===== src/rtl/gpio_port_ctrl.sv =====
// Memory-mapped GPIO controller: direction, output and input registers, a configurable-depth
// input synchroniser, per-pin edge detection with sticky status, and a level interrupt.
module gpio_port_ctrl #(
  parameter int unsigned GPIO_WIDTH  = 8,
  parameter int unsigned SYNC_STAGES = 2
) (
  input  logic                  clk,
  input  logic                  rst,
  input  logic [31:0]           Address,
  input  logic [31:0]           DataIn,
  output logic [31:0]           DataOut,
  input  logic                  Select,
  input  logic                  Write,
  input  logic [GPIO_WIDTH-1:0] GPIO_In,
  output logic [GPIO_WIDTH-1:0] GPIO_Out,
  output logic [GPIO_WIDTH-1:0] GPIO_OE,
  output logic                  IRQ
);

  localparam int unsigned W = GPIO_WIDTH;

  localparam logic [2:0] IDX_OUT      = 3'd0;
  localparam logic [2:0] IDX_IN       = 3'd1;
  localparam logic [2:0] IDX_DIR      = 3'd2;
  localparam logic [2:0] IDX_IRQ_EN   = 3'd3;
  localparam logic [2:0] IDX_EDGE_SEL = 3'd4;
  localparam logic [2:0] IDX_STATUS   = 3'd5;

  logic [W-1:0] out_q;
  logic [W-1:0] dir_q;
  logic [W-1:0] irq_en_q;
  logic [W-1:0] edge_sel_q;
  logic [W-1:0] status_q;
  logic [W-1:0] prev_q;
  logic         irq_q;
  logic [SYNC_STAGES-1:0][W-1:0] sync_q;

  logic         wr_en;
  logic [2:0]   idx;
  logic [W-1:0] wdata;
  logic [W-1:0] in_sync;
  logic [W-1:0] evt;
  logic [W-1:0] clr;
  logic [W-1:0] status_d;
  logic [W-1:0] irq_en_d;
  logic         irq_d;
  logic [W-1:0] rd_data;

  // Only Address[4:2] and DataIn[W-1:0] carry meaning; the rest is ignored.
  logic unused_bits;
  assign unused_bits = ^{Address[31:5], Address[1:0], DataIn};

  // Next-state for sticky status and interrupt; a new event beats a same-cycle clear.
  always_comb begin
    wr_en    = Select & Write;
    idx      = Address[4:2];
    wdata    = DataIn[W-1:0];
    in_sync  = sync_q[SYNC_STAGES-1];
    evt      = (edge_sel_q & in_sync & ~prev_q) | (~edge_sel_q & ~in_sync & prev_q);
    clr      = (wr_en && idx == IDX_STATUS) ? wdata : '0;
    status_d = (status_q & ~clr) | evt;
    irq_en_d = (wr_en && idx == IDX_IRQ_EN) ? wdata : irq_en_q;
    irq_d    = |(status_d & irq_en_d);
  end

  // State registers.
  always_ff @(posedge clk or negedge rst) begin
    if (!rst) begin
      out_q      <= '0;
      dir_q      <= '0;
      irq_en_q   <= '0;
      edge_sel_q <= '0;
      status_q   <= '0;
      prev_q     <= '0;
      irq_q      <= 1'b0;
      sync_q     <= '0;
    end else begin
      sync_q   <= {sync_q[SYNC_STAGES-2:0], GPIO_In};
      prev_q   <= in_sync;
      status_q <= status_d;
      irq_en_q <= irq_en_d;
      irq_q    <= irq_d;
      if (wr_en) begin
        case (idx)
          IDX_OUT:      out_q      <= wdata;
          IDX_DIR:      dir_q      <= wdata;
          IDX_EDGE_SEL: edge_sel_q <= wdata;
          default:      ;
        endcase
      end
    end
  end

  // Combinational read path, zero outside a selected read.
  always_comb begin
    rd_data = '0;
    if (Select && !Write) begin
      case (idx)
        IDX_OUT:      rd_data = out_q;
        IDX_IN:       rd_data = in_sync;
        IDX_DIR:      rd_data = dir_q;
        IDX_IRQ_EN:   rd_data = irq_en_q;
        IDX_EDGE_SEL: rd_data = edge_sel_q;
        IDX_STATUS:   rd_data = status_q;
        default:      rd_data = '0;
      endcase
    end
    DataOut = 32'(rd_data);
  end

  assign GPIO_Out = out_q;
  assign GPIO_OE  = dir_q;
  assign IRQ      = irq_q;

endmodule

===== config.mk =====
export PLATFORM = sky130hd
export DESIGN_NAME = gpio_port_ctrl
export DESIGN_NICKNAME = d
export VERILOG_FILES = /design/src/rtl/gpio_port_ctrl.sv
export SDC_FILE = /design/constraint.sdc
export NUM_CORES = 1
export LEC_CHECK = 0
export ABC_CLOCK_PERIOD_IN_PS = 2400
export CORE_MARGIN = 8
export CORE_UTILIZATION = 45
export DETAILED_ROUTE_END_ITERATION = 16
export DONT_BUFFER_PORTS = 1
export GPL_TIMING_DRIVEN = 0
export HOLD_SLACK_MARGIN = 0.1
export PLACE_DENSITY = 0.61
export SYNTH_ARGS = -nofsm -noshare
export SYNTH_HDL_FRONTEND = slang
export SYNTH_SLANG_ARGS = --single-unit

===== constraint.sdc =====
create_clock -name clk -period 2.4 [get_ports clk]
set_clock_uncertainty 0.15 [all_clocks]
set_input_delay 0.48 -clock clk [delete_from_list [all_inputs] [get_ports clk]]
set_output_delay 0.48 -clock clk [all_outputs]
set_load 0.1 [all_outputs]

Yosys cells after proc, flatten, opt, wreduce, memory -nomap -nowiden. Index checks and enable logic that the tools add are counted.

Mux-type cells: 4. Bitwise logic cells: 13. Equal/unequal tests: 5. Reductions and logical operators: 9.

Operator list (count): AND 8 bit (6); case mux 8 bit (6 select lines) (1); inverter 8 bit (4); two-way mux 8 bit (3); OR 8 bit (2); OR reduction 8 bit (1); equality test 3 x 2 -> 1 bit (second input constant) (2); equality test 3 bit (second input constant) (2); AND reduction 2 bit (3); equality test 3 x 1 -> 1 bit (second input constant) (1); logical AND 1 bit (3); zero test 3 bit (1); AND 1 bit (1); zero test 1 bit (1).

Flip-flop bits (word level): 65. Output and inout port bits: 49. Logic and storage cells: 40.

Depth between registers and ports, before layout.
Word-level depth: 8. Mapped depth: 7. Gate-level depth less buffers: 5.

Worst setup path before layout. Ideal clock, no wire load.

Path kind: reg2out. Start: reg out_q[2] (netlist: GPIO_Out[2]). End: out DataOut[2]. Setup slack: -1763 ps. Required time: 1770 ps. Stages on the path, launching flop included: 5. Buffers on the path: 0. Arrival time: 3533 ps. Cells stage by stage: dfrtp_1 -> mux2i_1 -> nor2_1 -> a211oi_1 -> a211oi_1.

Word-level cells in the longest chain between the ends: 2.

RTL lines: start: declaration (RTL line 29) `logic [W-1:0] out_q;`; start signal: assignment (RTL line 85) `IDX_OUT: out_q <= wdata;`; case mux 8 bit (6 select lines) (RTL line 98) `case (idx)`; two-way mux 8 bit (RTL line 97) `if (Select && !Write) begin`; end: declaration (RTL line 11) `output logic [31:0] DataOut,`.

No other way between the ends.

Worst setup path in the final report. Ends and elaborated chain as after synthesis.

==> metrics.cfg <==
[final_layout]
layout_commonest_cell = dfrtp_1
multi_input_area_mm2 = 0.00138
final_cell_area_mm2 = 0.00379
utilization = 0.568
register_area_mm2 = 0.00168
layout_common_cells = dfrtp_1, mux2_2, buf_4, conb_1
fillers = 578
drive_gt1_frac = 0.404
nets = 391
diodes = 0
area_delta_synth_final_pct = 24.4

[routing]
viasPerCell = 5.26
first_iter_violations = 84
detail_route.first_pass.iterations = 4
wl_per_cell_um = 19.1
route.met3.wl_um = 587
antenna_left = 0
vias = 2099
wl_met1_um = 3200
met2_length_um = 3710
drc = 0
dr.max_layer_used = met4
finalWirelength_um = 7620

[synthesis]
ys_seq_elements = 65
synth.avg_cell_area_um2 = 11.4
synth_ff_type = dfrtp_1
yosysWarnings = 0
synth_area_leaders = dfrtp_1, mux2_2, buf_4
seq_area_frac_synth = 0.534
synth_top_area_cell = dfrtp_1
syn-cell-area_mm2 = 0.00305
synth_cells = 268
synth_edf_count = 0
synthArstFlopShare = 1.00
synth_top_cell_area_share = 0.534
synth_cell_type_count = 38

[clocking]
root_buffer = clkbuf_8
clock_sink_count = 65
numCtsBuffers = 9
htreeDepth = 3
clock_latency_ns = 0.35
clk_path_buf_depth = 2
cts_tree = built
clk_transition_reported_paths_ns = 0.07

[pwr]
cellLeakagePower_nw = 1.65
p_sw_mw = 1.45
power.density_mw_per_mm2 = 928
sequentialPowerShare = 0.542
combPwrFrac = 0.193
p_int_mw = 2.07
p_clk_frac = 0.265
peakVddDrop_mv = 0.784
power_mw = 3.52
p_sw_frac = 0.413

[floorplan]
die_h_um = 98.3
die_area_mm2 = 0.00966
start_util = 0.456
io-pin-count = 125
core.rowCount = 30
die_x_um = 98.3
placeableCoreArea_mm2 = 0.00668

[worst_setup_path]
cp_slowest_cell = a211oi_4
cp_slowest_stage_delay_ns = 0.88
critPathArrivalTime_ns = 2.22
required_ns = 1.77
cp-end-kind = output pin
cp-start-kind = flip-flop
criticalPathCategory = reg -> out
crit_chain = mux2i_1, nor2_1, a211oi_2, a211oi_4
path_max_fanout = 3

[outcome]
violations = negative setup slack
status = finished with violations

[flow_run]
cap_violations = 0

[global_routing]
grt_pass1_vias = 2267
gr-usage-all-layers = 0.167
grt_max_degree = 66
grt_antenna_before_repair = 0
grt_overflow = 0
grt_first_pass_wirelength_um = 12400

[timing]
worst_pin_slew_ns = 1.11
finalCritPeriodShare = 1.19
rsz0062_at_grt = true
timing.final.crit_period_ns = 2.85
slew_headroom = 0.261
setup_viol_count_final = 8
timing.hold.ws_ns = 0.129
worst_slack_ns = -0.453
hold_viol = 0
max_freq_mhz = 350
slew_violations = 0

[place]
routabilityCongestion = 0.800
dp_hpwl_um = 5250
io_buffers = 0
dpl_cell_area_mm2 = 0.00332
dp_slack_ns = -0.770

[min_path]
hp-class = in -> reg

[cell usage after synthesis, types with 5 or more instances]
cell type and number:
a21oi_1 8, nor2_1 24, buf_2 5, a22oi_1 11, nand3_1 10, nand2_1 16
mux2_2 33, buf_4 26, o21ai_0 10, nor2b_1 5, dfrtp_1 65, mux2i_1 6
[flip-flops by register name, indices dropped and copies added, names as in the netlist, 8 cells and up]
signal,flops
prev_q,8
GPIO_Out,8
edge_sel_q,8
sync_q,8
status_q,8
GPIO_OE,8
in_sync,8
irq_en_q,8
[path summary, 6_finish.rpt]
path,startpoint,to,slack (ns),depth (start not counted)
max,GPIO_Out[2],DataOut[2],-0.45,4
min,DataIn[2],GPIO_Out[2],0.13,1
max reg2reg,edge_sel_q[2],IRQ,0.60,5
min reg2reg,sync_q[0],in_sync[0],0.19,0
max in group asynchronous,rst,GPIO_Out[6],1.26,2
min in group asynchronous,rst,GPIO_Out[2],0.52,2
[timing repair]
| action | in CTS | in global routing |
|---|---|---|
| buffers inserted | 2 | 1 |
| endpoints found under the setup margin | 8 | 8 |
| hold endpoints to repair | 73 | 0 |
| gates resized for setup | 42 | 8 |
| pin swaps | 14 | 15 |
| hold buffers | 10 | 0 |
[critical path, delay by kind of cell (launching register included)]
| family | cells | cell delay (ns) |
|---|---|---|
| AO/OA/AOI/OAI | 2 | 0.95 |
| flip-flops | 1 | 0.62 |
| AND/OR/NAND/NOR | 1 | 0.17 |
| multiplexers | 1 | 0.12 |
[power groups by stage]
stage	clock [mW]	sequential (mW)	combinational [mW]
floorplan	0	1.83	0.550
global placement	0	1.87	0.599
detailed placement	0	1.88	0.608
CTS	0.951	1.91	0.668
global route	0.999	1.93	0.727
finish	0.933	1.91	0.679
[cells by family (layout without fill, tap and decap cells)]
| group | Yosys count | count (layout) | synth area share |
|---|---|---|---|
| mux | 41 | 41 | 0.150 |
| flops | 65 | 65 | 0.534 |
| buf+inv | 39 | 67 | 0.0846 |
| simple gates | 72 | 72 | 0.117 |
| other cells | 1 | 24 | 0.00123 |
| compound gates | 50 | 50 | 0.113 |
[metrics by stage]
step	instances	TNS, ns
after floorplan	291	-2.53
after global placement	371	-4.93
after detailed placement	371	-5.10
after CTS	398	-1.57
after global routing	399	-1.78
final	399	-1.34
[final cells by class]
cell class	count	area share
Buffer	36	0.0756
Clock buffer	12	0.0409
Clock inverter	3	0.0106
Inverter	3	0.00297
Multi-Input combinational cell	187	0.364
Sequential cell	65	0.443
Tap cell	80	0.0264
Timing Repair Buffer	13	0.0370
[routing by layer]
| layer | GRT usage | up-vias |
|---|---|---|
| li1 | - | 1002 |
| met2 | 0.266 | 69 |
| met4 | 0.0697 | 0 |
| met1 | 0.200 | 1016 |
| met5 | 0 | - |
| met3 | 0.0583 | 12 |
Note: power is estimated with default switching activity, not from simulation.
